`config.mk`:
```
export PLATFORM = sky130hd
export DESIGN_NAME = alu_issue_sched_flat
export DESIGN_NICKNAME = d
export VERILOG_FILES = /design/src/rtl/alu_issue_sched_if.sv /design/src/rtl/alu_issue_sched.sv /design/src/flat_wrapper.sv
export SDC_FILE = /design/constraint.sdc
export NUM_CORES = 1
export LEC_CHECK = 0
export CAP_MARGIN = 20
export CORE_MARGIN = 1.5
export CORE_UTILIZATION = 34
export CTS_BUF_LIST = sky130_fd_sc_hd__clkbuf_16
export DETAILED_ROUTE_END_ITERATION = 6
export PLACE_DENSITY = 0.91
export SLEW_MARGIN = 20
export SYNTH_ARGS = -nofsm -noshare
export SYNTH_HDL_FRONTEND = slang
export SYNTH_SLANG_ARGS = --single-unit
```
`constraint.sdc`:
```
create_clock -name clk -period 4.2 [get_ports clk]
set_input_delay 0.63 -clock clk [delete_from_list [all_inputs] [get_ports clk]]
set_output_delay 0.63 -clock clk [all_outputs]
set_load 0.005 [all_outputs]
```
`src/rtl/alu_issue_sched_if.sv`:
```
// Signal bundle between the issue lanes, the shared ALU and writeback for alu_issue_sched.
// The scheduler connects through the slave modport; the surrounding pipeline uses master.
interface alu_issue_sched_if #(
    parameter int DATA_W = 16,
    parameter int ADDR_W = 4,
    parameter int OP_W   = 4
);
    logic [1:0]          req_valid;
    logic [1:0]          req_ready;
    logic [2*ADDR_W-1:0] req_dest;
    logic [2*OP_W-1:0]   req_op;
    logic [1:0]          req_type;
    logic [2*DATA_W-1:0] req_d1;
    logic [2*DATA_W-1:0] req_d2;

    logic                alu_call;
    logic [ADDR_W-1:0]   alu_dest;
    logic [OP_W-1:0]     alu_op;
    logic                alu_type;
    logic [DATA_W-1:0]   alu_d1;
    logic [DATA_W-1:0]   alu_d2;
    logic [DATA_W-1:0]   alu_data_out;
    logic [ADDR_W-1:0]   alu_dest_out;
    logic                alu_valid_out;

    logic                wb_valid;
    logic                wb_ready;
    logic [DATA_W-1:0]   wb_data;
    logic [ADDR_W-1:0]   wb_dest;
    logic                wb_lane;

    modport master (
        output req_valid, req_dest, req_op, req_type, req_d1, req_d2,
        output alu_data_out, alu_dest_out, alu_valid_out, wb_ready,
        input  req_ready, alu_call, alu_dest, alu_op, alu_type, alu_d1, alu_d2,
        input  wb_valid, wb_data, wb_dest, wb_lane
    );

    modport slave (
        input  req_valid, req_dest, req_op, req_type, req_d1, req_d2,
        input  alu_data_out, alu_dest_out, alu_valid_out, wb_ready,
        output req_ready, alu_call, alu_dest, alu_op, alu_type, alu_d1, alu_d2,
        output wb_valid, wb_data, wb_dest, wb_lane
    );
endinterface

```
`src/rtl/alu_issue_sched.sv`:
```
// Round-robin sharing of one execute-stage ALU between two issue lanes, with a registered
// result presented to writeback over a valid/ready handshake.
module alu_issue_sched #(
    parameter int DATA_W  = 16,
    parameter int ADDR_W  = 4,
    parameter int OP_W    = 4,
    parameter int COUNT_W = 16
) (
    input  logic               clk,
    input  logic               rst_n,
    input  logic               flush,
    alu_issue_sched_if.slave   bus,
    output logic [COUNT_W-1:0] issue_count
);

    logic [ADDR_W-1:0]  lane_dest [2];
    logic [OP_W-1:0]    lane_op   [2];
    logic               lane_type [2];
    logic [DATA_W-1:0]  lane_d1   [2];
    logic [DATA_W-1:0]  lane_d2   [2];

    logic [1:0]         grant;
    logic               grant_lane;
    logic               can_issue;
    logic               issue;

    logic               rr_ptr;
    logic               wb_valid_q;
    logic [DATA_W-1:0]  wb_data_q;
    logic [ADDR_W-1:0]  wb_dest_q;
    logic               wb_lane_q;
    logic [COUNT_W-1:0] count_q;

    always_comb begin
        for (int i = 0; i < 2; i++) begin
            lane_dest[i] = bus.req_dest[i*ADDR_W +: ADDR_W];
            lane_op[i]   = bus.req_op[i*OP_W +: OP_W];
            lane_type[i] = bus.req_type[i];
            lane_d1[i]   = bus.req_d1[i*DATA_W +: DATA_W];
            lane_d2[i]   = bus.req_d2[i*DATA_W +: DATA_W];
        end
    end

    // Contention goes to the lane rr_ptr points at; a lone requester always wins.
    always_comb begin
        grant      = 2'b00;
        grant_lane = 1'b0;
        case (bus.req_valid)
            2'b01: begin
                grant      = 2'b01;
                grant_lane = 1'b0;
            end
            2'b10: begin
                grant      = 2'b10;
                grant_lane = 1'b1;
            end
            2'b11: begin
                grant      = rr_ptr ? 2'b10 : 2'b01;
                grant_lane = rr_ptr;
            end
            default: begin
                grant      = 2'b00;
                grant_lane = 1'b0;
            end
        endcase
    end

    // rst_n gates acceptance so no lane sees ready while reset is held.
    assign can_issue     = rst_n && !flush && (!wb_valid_q || bus.wb_ready);
    assign issue         = can_issue && (grant != 2'b00);
    assign bus.req_ready = can_issue ? grant : 2'b00;
    assign bus.alu_call  = issue;

    always_comb begin
        bus.alu_dest = '0;
        bus.alu_op   = '0;
        bus.alu_type = 1'b0;
        bus.alu_d1   = '0;
        bus.alu_d2   = '0;
        if (issue) begin
            bus.alu_dest = lane_dest[grant_lane];
            bus.alu_op   = lane_op[grant_lane];
            bus.alu_type = lane_type[grant_lane];
            bus.alu_d1   = lane_d1[grant_lane];
            bus.alu_d2   = lane_d2[grant_lane];
        end
    end

    // An issue refills the result slot even while the previous result drains.
    always_ff @(posedge clk or negedge rst_n) begin
        if (!rst_n) begin
            wb_valid_q <= 1'b0;
            wb_data_q  <= '0;
            wb_dest_q  <= '0;
            wb_lane_q  <= 1'b0;
            rr_ptr     <= 1'b0;
            count_q    <= '0;
        end else if (issue) begin
            wb_valid_q <= 1'b1;
            wb_data_q  <= bus.alu_data_out;
            wb_dest_q  <= bus.alu_dest_out;
            wb_lane_q  <= grant_lane;
            rr_ptr     <= ~grant_lane;
            count_q    <= count_q + COUNT_W'(1);
        end else if (flush || bus.wb_ready) begin
            wb_valid_q <= 1'b0;
        end
    end

    assign bus.wb_valid = wb_valid_q;
    assign bus.wb_data  = wb_data_q;
    assign bus.wb_dest  = wb_dest_q;
    assign bus.wb_lane  = wb_lane_q;
    assign issue_count  = count_q;

    a_alu_valid_tracks_call: assert property (
        @(posedge clk) disable iff (!rst_n) bus.alu_call |-> bus.alu_valid_out);

    a_ready_onehot: assert property (
        @(posedge clk) disable iff (!rst_n) $onehot0(bus.req_ready));

    a_wb_stall_stable: assert property (
        @(posedge clk) disable iff (!rst_n)
        (wb_valid_q && !bus.wb_ready && !flush) |=>
        (wb_valid_q && $stable(wb_data_q) && $stable(wb_dest_q) && $stable(wb_lane_q)));

endmodule

```
`src/flat_wrapper.sv`:
```
// flat-port wrapper written by rule: the top's interface ports become plain ports
module alu_issue_sched_flat 
#(
    parameter int DATA_W  = 16,
    parameter int ADDR_W  = 4,
    parameter int OP_W    = 4,
    parameter int COUNT_W = 16
)
  (clk, rst_n, flush, issue_count, bus_req_valid, bus_req_dest, bus_req_op, bus_req_type, bus_req_d1, bus_req_d2, bus_alu_data_out, bus_alu_dest_out, bus_alu_valid_out, bus_wb_ready, bus_req_ready, bus_alu_call, bus_alu_dest, bus_alu_op, bus_alu_type, bus_alu_d1, bus_alu_d2, bus_wb_valid, bus_wb_data, bus_wb_dest, bus_wb_lane);
  alu_issue_sched_if #(.DATA_W(DATA_W), .ADDR_W(ADDR_W), .OP_W(OP_W)) bus_i ();
  input  logic clk;
  input  logic rst_n;
  input  logic flush;
  output logic [COUNT_W-1:0] issue_count;
  input wire logic [$bits(bus_i.req_valid)-1:0] bus_req_valid;
  input wire logic [$bits(bus_i.req_dest)-1:0] bus_req_dest;
  input wire logic [$bits(bus_i.req_op)-1:0] bus_req_op;
  input wire logic [$bits(bus_i.req_type)-1:0] bus_req_type;
  input wire logic [$bits(bus_i.req_d1)-1:0] bus_req_d1;
  input wire logic [$bits(bus_i.req_d2)-1:0] bus_req_d2;
  input wire logic [$bits(bus_i.alu_data_out)-1:0] bus_alu_data_out;
  input wire logic [$bits(bus_i.alu_dest_out)-1:0] bus_alu_dest_out;
  input wire logic [$bits(bus_i.alu_valid_out)-1:0] bus_alu_valid_out;
  input wire logic [$bits(bus_i.wb_ready)-1:0] bus_wb_ready;
  output wire logic [$bits(bus_i.req_ready)-1:0] bus_req_ready;
  output wire logic [$bits(bus_i.alu_call)-1:0] bus_alu_call;
  output wire logic [$bits(bus_i.alu_dest)-1:0] bus_alu_dest;
  output wire logic [$bits(bus_i.alu_op)-1:0] bus_alu_op;
  output wire logic [$bits(bus_i.alu_type)-1:0] bus_alu_type;
  output wire logic [$bits(bus_i.alu_d1)-1:0] bus_alu_d1;
  output wire logic [$bits(bus_i.alu_d2)-1:0] bus_alu_d2;
  output wire logic [$bits(bus_i.wb_valid)-1:0] bus_wb_valid;
  output wire logic [$bits(bus_i.wb_data)-1:0] bus_wb_data;
  output wire logic [$bits(bus_i.wb_dest)-1:0] bus_wb_dest;
  output wire logic [$bits(bus_i.wb_lane)-1:0] bus_wb_lane;
  assign bus_i.req_valid = bus_req_valid;
  assign bus_i.req_dest = bus_req_dest;
  assign bus_i.req_op = bus_req_op;
  assign bus_i.req_type = bus_req_type;
  assign bus_i.req_d1 = bus_req_d1;
  assign bus_i.req_d2 = bus_req_d2;
  assign bus_i.alu_data_out = bus_alu_data_out;
  assign bus_i.alu_dest_out = bus_alu_dest_out;
  assign bus_i.alu_valid_out = bus_alu_valid_out;
  assign bus_i.wb_ready = bus_wb_ready;
  assign bus_req_ready = bus_i.req_ready;
  assign bus_alu_call = bus_i.alu_call;
  assign bus_alu_dest = bus_i.alu_dest;
  assign bus_alu_op = bus_i.alu_op;
  assign bus_alu_type = bus_i.alu_type;
  assign bus_alu_d1 = bus_i.alu_d1;
  assign bus_alu_d2 = bus_i.alu_d2;
  assign bus_wb_valid = bus_i.wb_valid;
  assign bus_wb_data = bus_i.wb_data;
  assign bus_wb_dest = bus_i.wb_dest;
  assign bus_wb_lane = bus_i.wb_lane;
  alu_issue_sched #(.DATA_W(DATA_W), .ADDR_W(ADDR_W), .OP_W(OP_W), .COUNT_W(COUNT_W)) u_core (.clk(clk), .rst_n(rst_n), .flush(flush), .bus(bus_i), .issue_count(issue_count));
endmodule
```
==> impl_results.md, run 1 <==
* Status: complete, no violations
* Drt first-iter violations at 96
* Congestion Overflow GR at 0
* Register area share after synthesis at 0.453
* Crit path DAT at between 2 and 3 ns
* FP Rows at 28
* Synth Cell Area at roughly 0.0022 mm²
* Yosys warns at 0
* Reg-to-Reg Start: u_core.issue_count[3]
* Flops & latches, synth at 39
* Layout Area Growth over Synthesis at 97.4%
* Setup crit start kind: input pin
* Routability congestion estimate from global placement at 0.719
* Vias at around 2,400
* Layout cell share with drive strength beyond 1 at 0.0893
* Ys async rst share at 1.00
* TNS Setup at 0 ns
* R2R cell count at 4
* Vert. Die Dim at between 80 and 90 µm
* Crit path required time at 3.57 ns
* Clock-pin slew on the worst setup and hold paths at roughly 0.060 ns
* Bufs on Longest Clock Path at 2
* CTS tree: built
* CORE AREA at 0.00603 mm²
* Post-Syn Area per Cell at ~10 µm²
* Ant. Diodes at 0
* Syn_nets at 326
* Antenna violations before repair at 0
* DRT Wirelength at 7930 µm
* Post-CTS setup repair buffer count at 0
* Largest net degree at the start of global routing at 43
* Tcrit/Tclk final at 0.801
* Number of global-route vias before repair at 2,412
* CTS H-Tree Depth at 2
* Clock Skew at around 0.0038 ns
* Worst skew pair latency at 0.28 ns
* Endpoints failing setup at 0
* Synth Instances at between 200 and 250
* Maximum fanout along the worst path at 39
* Crit. End Element: primary output
* Final hold violation count at 0
* WHS at approximately 0.44 ns
* First-pass GRT wire length at between 10,000 and 15,000 µm
* Synth cell types at 30
* IO Count at between 150 and 200
* # DRC at 0
* # fillers at between 400 and 500
* Worst min-delay path class: input pin to async pin
* Reg2reg end: u_core.issue_count[10]
* Routed WL per cell at 16.6 µm
* Crit Path Category: input pin to primary output
* Clk sink count at 39
* Pre-antenna DRT Iters at 4
* CP Capture Point: bus_alu_d1[11]
* Root Buffer: clkbuf_16
* DRT antenna net count at 0
* Initial Util at 0.358
* Min cycle time layout at 3.37 ns
* Hold Buf Count CTS at 0
* CTS resizes at 0
* Unrepaired setup endpoints after global routing: no
* VDD IR max at 242 µV
* Post-DP HPWL at 6200 µm
* Number of flops mapped to enable cells by yosys at 0
* Clock buffer count from CTS at 5
* Static leakage at 1.69 nW
* Slew Limit Headroom at 0.659
* Pwr/cell area at ~320 mW/mm²
* GRT Total Usage at 0.229
* Die width at 82.6 µm
* Register-to-register setup slack at 2.54 ns
* Final max-slew violation count at 0
* Tightest Pin Transition at around 0.51 ns
* Ys flop type: dfrtp_1
* Via density at 5.07
* Crit path from: bus_req_valid[1]
* Final nets at 512
* PortBufs at 189
* FMAX at 0.297 GHz
* Die ar. at 0.00682 mm²
* Max-cap violations at 0
-- synth_stat cells (all sizes together) (2+ instances only) --
| cell type | count | area [µm²] |
|---|---|---|
| nor2 | 43 | 161 |
| a22oi | 41 | 308 |
| dfrtp | 39 | 976 |
| mux2 | 21 | 236 |
| clkbuf | 13 | 48.8 |
| xnor2 | 8 | 70.1 |
| nand2 | 7 | 26.3 |
| xor2 | 7 | 61.3 |
| nand3 | 5 | 25.0 |
| nand4 | 4 | 25.0 |
| nor3 | 4 | 31.3 |
| and3 | 3 | 18.8 |
| nand2b | 3 | 18.8 |
| nor4 | 3 | 25.0 |
| buf | 2 | 22.5 |
| nor2b | 2 | 12.5 |
-- cell usage in the layout (no fill, tap or decap), drive strengths merged, types with 2 or more instances in the layout --
cell type and instances:
xor2 7, nand2 7, dfrtp 39, a22oi 41, mux2 21, buf 6, xnor2 8, and3 3
clkdlybuf4s50 188, inv 2, nand3 5, clkbuf 5, nor4 3, nor2 43, nor2b 2, nand4 4
nor3 4, nand2b 3
-- stage by stage --
stage | setup slack (ns) | cell area, µm² | power, mW | util | std cells
6_report | 0.835 | 4250 | 1.34 | 0.706 | 478
5_1_grt | 0.675 | 4250 | 1.42 | 0.706 | 478
4_1_cts | 0.832 | 4250 | 1.35 | 0.706 | 478
3_5_place_dp | 0.833 | 4110 | 0.989 | 0.683 | 470
3_3_place_gp | 0.928 | 4110 | 0.972 | 0.683 | 470
2_1_floorplan | 2.11 | 2150 | 0.665 | - | 216
-- worst max-delay path, stage by stage --
cell             delay (ns)
clkdlybuf4s50_1        0.64
and2_1                 0.25
buf_4                  0.39
a22oi_1                0.19
nor2_1                 0.14
clkdlybuf4s50_1        0.51
-- power by group --
group	switching (mW)	internal, mW
sequential	0.0541	0.443
clock	0.144	0.216
combinational	0.167	0.316
-- cells by family (layout without fill, tap and decap cells) --
| kind of cell | count (synthesis) | count (layout) | share of synthesized area |
|---|---|---|---|
| AO/OA/AOI/OAI | 47 | 47 | 0.166 |
| XOR/XNOR | 15 | 15 | 0.0610 |
| adder cells (fa/ha/maj) | 1 | 1 | 0.00581 |
| buffers and inverters | 16 | 203 | 0.0348 |
| flip-flops | 39 | 39 | 0.453 |
| multiplexers | 21 | 21 | 0.110 |
| AND/OR/NAND/NOR | 77 | 77 | 0.170 |
-- how the worst min path moves through the flow --
stage                                 from                      to  cells past startpoint
detailed placement   u_core.bus.wb_data[8]   u_core.bus.wb_data[8]                      1
global placement    u_core.issue_count[15]  u_core.issue_count[15]                      1
global route                         rst_n   u_core.bus.wb_data[2]                      2
floorplan                            rst_n   u_core.bus.wb_data[0]                      0
CTS                                  rst_n   u_core.bus.wb_data[4]                      2
finish                               rst_n   u_core.issue_count[7]                      2
-- sequential cells by signal (all words and copies together) (netlist names) --
signal               count
u_core.bus.wb_data      16
u_core.bus.wb_dest       4
u_core.bus.wb_lane       1
u_core.bus.wb_valid      1
u_core.issue_count      16
u_core.rr_ptr            1
-- layer usage --
layer	up-vias	wire [µm]	GRT usage
met5	-	0	0
met2	95	4430	0.402
li1	1158	-	-
met1	1162	2970	0.274
met4	0	104	0.0583
met3	9	426	0.0615
-- cell type report --
cell class	count	area [µm²]	share of cell area
Tap cell	75	93.8	0.0221
Clock buffer	5	125	0.0294
Sequential cell	39	976	0.229
Clock inverter	3	16.3	0.00382
Timing Repair Buffer	194	1920	0.452
Multi-Input combinational cell	161	1110	0.262
Inverter	1	3.75	0.000882
Power figures use the tool's default switching activity.
==> run 2: changes to the inputs <==
--- a/config.mk
+++ b/config.mk
@@ -7,10 +7,10 @@
 export LEC_CHECK = 0
 export CAP_MARGIN = 20
 export CORE_MARGIN = 1.5
-export CORE_UTILIZATION = 34
+export CORE_UTILIZATION = 32
 export CTS_BUF_LIST = sky130_fd_sc_hd__clkbuf_16
 export DETAILED_ROUTE_END_ITERATION = 6
-export PLACE_DENSITY = 0.91
+export PLACE_DENSITY = 0.86
 export SLEW_MARGIN = 20
 export SYNTH_ARGS = -nofsm -noshare
 export SYNTH_HDL_FRONTEND = slang
==> constraint.sdc (replaced) <==
create_clock -name clk -period 3.3 [get_ports clk]
set_input_delay 0.495 -clock clk [delete_from_list [all_inputs] [get_ports clk]]
set_output_delay 0.495 -clock clk [all_outputs]
set_load 0.005 [all_outputs]
==> run 2 against run 1 <==
Effect of this change: the flow now finishes with violations (design-rule violations); combinational power up 29%; critical path depth unchanged; total power increased by 26%; via count shrank 2.6%; clock power increased by 21%; design area grew 0.47%; global-route usage decreased by 3.0 points; non-clock buffer count increased by 1; clock skew decreased by 0.0010 ns; routed wire length is 7.8% lower; register-to-register slack got worse by 0.87 ns; final cell count up 0.42%; critical path type unchanged; largest cell class unchanged.
==> impl_results.md, run 2 (synthesis results as in run 1) <==
* R2R cell count at 4 (unchanged)
* Layout cell share with drive strength beyond 1 at 0.0893 (unchanged)
* Final max-slew violation count at 0 (unchanged)
* DRT Wirelength at 7310 µm (was 7930 µm)
* Crit path from: bus_req_valid[0] (was bus_req_valid[1])
* Crit path DAT at 2.33 ns (was 2.74 ns)
* Initial Util at 0.335 (was 0.358)
* Maximum fanout along the worst path at 42 (was 39)
* Static leakage at 1.69 nW (about the same)
* FP Rows at 29 (was 28)
* Worst min-delay path class: input pin to async pin (unchanged)
* Via density at 4.92 (was 5.07)
* Pre-antenna DRT Iters at 6 (was 4)
* # fillers at 481 (was 442)
* Endpoints failing setup at 0 (unchanged)
* CORE AREA at 0.00642 mm² (was 0.00603 mm²)
* Tcrit/Tclk final at 0.856
* Post-CTS setup repair buffer count at 0 (unchanged)
* Clock Skew at 0.00275 ns (was 0.00379 ns)
* Die ar. at 0.00723 mm² (was 0.00682 mm²)
* Max-cap violations at 0 (unchanged)
* TNS Setup at 0 ns (unchanged)
* Final Power at 1.69 mW (was 1.34 mW)
* Layout Area Growth over Synthesis at 98.4% (was 97.4%)
* Tightest Pin Transition at 0.481 ns (was 0.511 ns)
* Vias at 2,361 (was 2,424)
* Die width at 85.1 µm (was 82.6 µm)
* Largest net degree at the start of global routing at 43 (unchanged)
* Pwr/cell area at 396 mW/mm² (was 315 mW/mm²)
* Clock buffer count from CTS at 5 (unchanged)
* CP Capture Point: bus_alu_d1[10] (was bus_alu_d1[11])
* Min cycle time layout at about 2.8 ns
* Number of global-route vias before repair at 2,383 (was 2,412)
* Crit Path Category: input pin to primary output (unchanged)
* Final hold violation count at 0 (unchanged)
* Routability congestion estimate from global placement at 0.734 (was 0.719)
* CTS resizes at 0 (unchanged)
* Clock-pin slew on the worst setup and hold paths at 0.05 ns (was 0.06 ns)
* Register-to-register setup slack at 1.67 ns (was 2.54 ns)
* Multi-input gate area in the final layout at 0.00111 mm² (about the same)
* CTS H-Tree Depth at 2 (unchanged)
* Clk sink count at 39 (unchanged)
* Status: finished, violations left (was complete, no violations)
* First-pass GRT wire length at 11,600 µm (was 11,700 µm)
* Routed WL per cell at 15.2 µm (was 16.6 µm)
* Slew Limit Headroom at 0.679 (was 0.659)
* Crit. End Element: primary output (unchanged)
* Post-DP HPWL at 5770 µm (was 6200 µm)
* Crit path required time at 2.80 ns (was 3.57 ns)
* Final nets at 513 (was 512)
* IO Count at 191 (unchanged)
* FMAX at ~0.35 GHz
* Reg-to-Reg Start: u_core.bus.wb_valid (was u_core.issue_count[3])
* Ant. Diodes at 0 (unchanged)
* Hold Buf Count CTS at 0 (unchanged)
* Antenna violations before repair at 0 (unchanged)
* Most common cell after layout, fill and taps aside: clkdlybuf4s50_1 (unchanged)
* Bufs on Longest Clock Path at 2 (unchanged)
* Failing checks: design-rule violations
* PortBufs at 189 (unchanged)
* Drt first-iter violations at 91 (was 96)
* Root Buffer: clkbuf_16 (unchanged)
* Congestion Overflow GR at 0 (unchanged)
* Commonest cells after routing, fill and taps aside: 188 x clkdlybuf4s50_1, 43 x nor2_1, 41 x a22oi_1 (unchanged)
* DRT antenna net count at 0 (unchanged)
* Vert. Die Dim at 85.1 µm (was 82.6 µm)
* Worst skew pair latency at 0.27 ns (was 0.28 ns)
* Register Area at 976 µm² (unchanged)
* Unrepaired setup endpoints after global routing: no (unchanged)
* CTS tree: built (unchanged)
* # DRC at 7 (was 0)
* Reg2reg end: u_core.bus.wb_data[12] (was u_core.issue_count[10])
* GRT Total Usage at 0.199 (was 0.229)
* VDD IR max at 224 µV (was 242 µV)
* Setup crit start kind: input pin (unchanged)
[run 2: cell count changes in the layout (fill, tap and decap cells not counted)]
cell	before	now
a21boi_2	0	1
clkinvlp_4	1	0
buf_12	0	2
inv_1	2	1
a21boi_4	1	0
clkinv_1	0	1
buf_4	5	4
[run 2: worst max-delay path, stage by stage]
cell and delay [ns]:
clkdlybuf4s50_1 0.58, a21boi_2 0.25, buf_12 0.23, a22oi_1 0.12, nor2_1 0.10, clkdlybuf4s50_1 0.53
[run 2: power by group]
part           switching, mW  internal, mW  total, mW
Combinational          0.214         0.410      0.623
Sequential            0.0700         0.565      0.635
Clock                  0.163         0.271      0.434
[run 2: area by class of cell]
class / count / share of cell area
clock buffers: 5 / 0.0293
clock inverters: 2 / 0.00205
inverters: 1 / 0.000878
multi-input cells: 161 / 0.259
flip-flops and latches: 39 / 0.228
well taps: 77 / 0.0225
repair buffers: 195 / 0.458
[run 2: per-stage QoR]
step,setup WS [ns],area (µm²),instances,hold slack (ns),util
3_5_place_dp,0.500,4140,473,0.471,0.645
2_1_floorplan,1.48,2150,216,0.199,-
6_report,0.475,4270,480,0.324,0.665
5_1_grt,0.347,4270,480,0.373,0.665
4_1_cts,0.479,4270,480,0.334,0.665
3_3_place_gp,0.528,4140,473,0.463,0.645
[run 2: how the worst min path moves through the flow]
stage / depth (start not counted) / to / from
detailed placement: 1 / u_core.issue_count[15] / u_core.issue_count[15]
global placement: 1 / u_core.issue_count[15] / u_core.issue_count[15]
global route: 2 / u_core.issue_count[14] / rst_n
CTS: 2 / u_core.bus.wb_dest[3] / rst_n
floorplan: 0 / u_core.bus.wb_data[0] / rst_n
finish: 2 / u_core.bus.wb_data[2] / rst_n
[run 2: metal layers]
metal  up-vias  track usage  part of all wire
met3         5       0.0477             0.071
met1      1096        0.221              0.37
li1       1156            -                 -
met4         0       0.0358            0.0073
met2       104        0.383              0.55
met5         -            0                 0
==> run 3: changes to the inputs <==
--- a/config.mk
+++ b/config.mk
@@ -10,6 +10,7 @@
 export CORE_UTILIZATION = 32
 export CTS_BUF_LIST = sky130_fd_sc_hd__clkbuf_16
 export DETAILED_ROUTE_END_ITERATION = 6
+export MAX_ROUTING_LAYER = met4
 export PLACE_DENSITY = 0.86
 export SLEW_MARGIN = 20
 export SYNTH_ARGS = -nofsm -noshare
==> run 3 against run 2 <==
Effect of this change: the flow still finishes with violations (design-rule violations); total power hardly changed; sequential share of layout area stayed put; global-route usage is 0.52 points higher; count of clock-buffer cells in the layout stayed put; clock skew hardly changed; die area stayed put; non-clock buffer count stayed put; design area stayed put; first-iteration DRC count is 3.3% lower; flip-flop and latch count stayed put.
==> impl_results.md, run 3 (synthesis results as in run 1) <==
* Vert. Die Dim at 85.1 µm (unchanged)
* Number of global-route vias before repair at 2,390 (was 2,383)
* Largest net degree at the start of global routing at 43 (unchanged)
* Post-CTS setup repair buffer count at 0 (unchanged)
* Final Core Density at 0.665 (unchanged)
* CP Capture Point: bus_alu_d1[10] (unchanged)
* Setup crit start kind: input pin (unchanged)
* Crit path DAT at 2.33 ns (about the same)
* Clk pwr share at 0.256 (about the same)
* Final max-slew violation count at 0 (unchanged)
* Pwr/cell area at 396 mW/mm² (about the same)
* Pre-antenna DRT Iters at 6 (unchanged)
* FP Rows at 29 (unchanged)
* Placement Cell Area at 0.00414 mm² (unchanged)
* Post-DP HPWL at 5770 µm (unchanged)
* CTS resizes at 0 (unchanged)
* Min cycle time layout at 2.83 ns (about the same)
* Tcrit/Tclk final at 0.857 (was 0.856)
* Crit path from: bus_req_valid[0] (unchanged)
* Seq pwr share at 0.375 (about the same)
* Hold Buf Count CTS at 0 (unchanged)
* Crit. End Element: primary output (unchanged)
* Reg-to-Reg Start: u_core.bus.wb_valid (unchanged)
* First-pass GRT wire length at 11,500 µm (was 11,600 µm)
* CTS H-Tree Depth at 2 (unchanged)
* Static leakage at 1.69 nW (unchanged)
* CTS tree: built (unchanged)
* Die ar. at 0.00723 mm² (unchanged)
* Cell Int Power at 1.25 mW (about the same)
* Post-Place Cells at 473 (unchanged)
* Clock-pin slew on the worst setup and hold paths at 0.05 ns (about the same)
* DRT antenna net count at 0 (unchanged)
* Pre-CTS setup slack at 0.500 ns (unchanged)
* Slew Limit Headroom at 0.682 (was 0.679)
* Unrepaired setup endpoints after global routing: no (unchanged)
* Status: finished, violations left (unchanged)
* Clk sink count at 39 (unchanged)
* Vias at 2,373 (was 2,361)
* Clock buffer count from CTS at 5 (unchanged)
* Crit path required time at 2.80 ns (about the same)
* FMAX at 0.353 GHz (was 0.354 GHz)
* DRT Wirelength at 7310 µm (unchanged)
* Crit path setup slack, layout at 0.471 ns (was 0.475 ns)
* TNS Setup at 0 ns (unchanged)
* Routability congestion estimate from global placement at 0.743 (was 0.734)
* Max-cap violations at 0 (unchanged)
* Final hold violation count at 0 (unchanged)
* Clock Skew at 0.00232 ns (was 0.00275 ns)
* Root Buffer: clkbuf_16 (unchanged)
* Routed WL per cell at 15.2 µm (unchanged)
* Die width at 85.1 µm (unchanged)
* Final nets at 513 (unchanged)
* Congestion Overflow GR at 0 (unchanged)
* Final non-filler cell total at 480 (unchanged)
* Layout cell share with drive strength beyond 1 at 0.0893 (unchanged)
* Crit Path Category: input pin to primary output (unchanged)
* R2R cell count at 4 (unchanged)
* Sw Ratio at 0.264 (about the same)
* Drt first-iter violations at 88 (was 91)
* Ant. Diodes at 0 (unchanged)
* Initial Util at 0.335 (unchanged)
* CORE AREA at 0.00642 mm² (unchanged)
* Most common cell after layout, fill and taps aside: clkdlybuf4s50_1 (unchanged)
* Via density at 4.94 (was 4.92)
* Net Switching at 0.446 mW (was 0.447 mW)
* Maximum fanout along the worst path at 42 (unchanged)
* Commonest cells after routing, fill and taps aside: 188 x clkdlybuf4s50_1, 43 x nor2_1, 41 x a22oi_1 (unchanged)
* IO Count at 191 (unchanged)
* Endpoints failing setup at 0 (unchanged)
* GRT Total Usage at 0.204 (was 0.199)
* Failing checks: design-rule violations (unchanged)
* Bufs on Longest Clock Path at 2 (unchanged)
* # DRC at 7 (unchanged)
* Final Power at 1.69 mW (about the same)
* Finished Cell Area at 0.00427 mm² (unchanged)
* # fillers at 481 (unchanged)
* Combinational power share at 0.368 (about the same)
* PortBufs at 189 (unchanged)
* VDD IR max at 224 µV (about the same)
* Reg2reg end: u_core.bus.wb_data[12] (unchanged)
* Tightest Pin Transition at 0.477 ns (was 0.481 ns)
* Antenna violations before repair at 0 (unchanged)
* WHS at 0.322 ns (was 0.324 ns)
* Layout Area Growth over Synthesis at 98.4% (unchanged)
* Worst min-delay path class: input pin to async pin (unchanged)
* Worst skew pair latency at 0.27 ns (about the same)
* Register-to-register setup slack at 1.67 ns (about the same)
run 3: cell counts in the layout (fill, tap and decap cells not counted):
Identical to the previous run, type by type.
run 3: area by class of cell:
| class | instances | area (µm²) | area share |
|---|---|---|---|
| repair buffers | 195 | 1960 | 0.458 |
| flip-flops and latches | 39 | 976 | 0.228 |
| multi-input cells | 161 | 1110 | 0.259 |
| clock buffers | 5 | 125 | 0.0293 |
| well taps | 77 | 96.3 | 0.0225 |
| clock inverters | 2 | 8.76 | 0.00205 |
| inverters | 1 | 3.75 | 0.000878 |
run 3: power groups by stage:
| stage | clock (mW) | sequential, mW | combinational [mW] |
|---|---|---|---|
| floorplan | 0 | 0.638 | 0.209 |
| global placement | 0 | 0.633 | 0.612 |
| detailed placement | 0 | 0.642 | 0.626 |
| CTS | 0.445 | 0.636 | 0.631 |
| global route | 0.467 | 0.648 | 0.671 |
| finish | 0.434 | 0.635 | 0.623 |
run 3: worst max-delay path, stage by stage:
cell and delay (ns):
clkdlybuf4s50_1 0.58, a21boi_2 0.25, buf_12 0.23, a22oi_1 0.11, nor2_1 0.10, clkdlybuf4s50_1 0.53
run 3: routing by layer:
metal / wire length [µm] / vias to the layer above / share of wire / track usage
met5: 0 / - / 0 / -
met4: 53 / 0 / 0.0073 / 0.0358
met3: 532 / 5 / 0.073 / 0.0457
met2: 4060 / 118 / 0.55 / 0.385
met1: 2670 / 1094 / 0.36 / 0.219
li1: - / 1156 / - / -
run 3: how the worst min path moves through the flow:
stage,to,cells past startpoint,start
after floorplan,u_core.bus.wb_data[0],0,rst_n
after global placement,u_core.issue_count[15],1,u_core.issue_count[15]
after detailed placement,u_core.issue_count[15],1,u_core.issue_count[15]
after CTS,u_core.bus.wb_dest[3],2,rst_n
after global routing,u_core.issue_count[14],2,rst_n
final,u_core.issue_count[9],2,rst_n
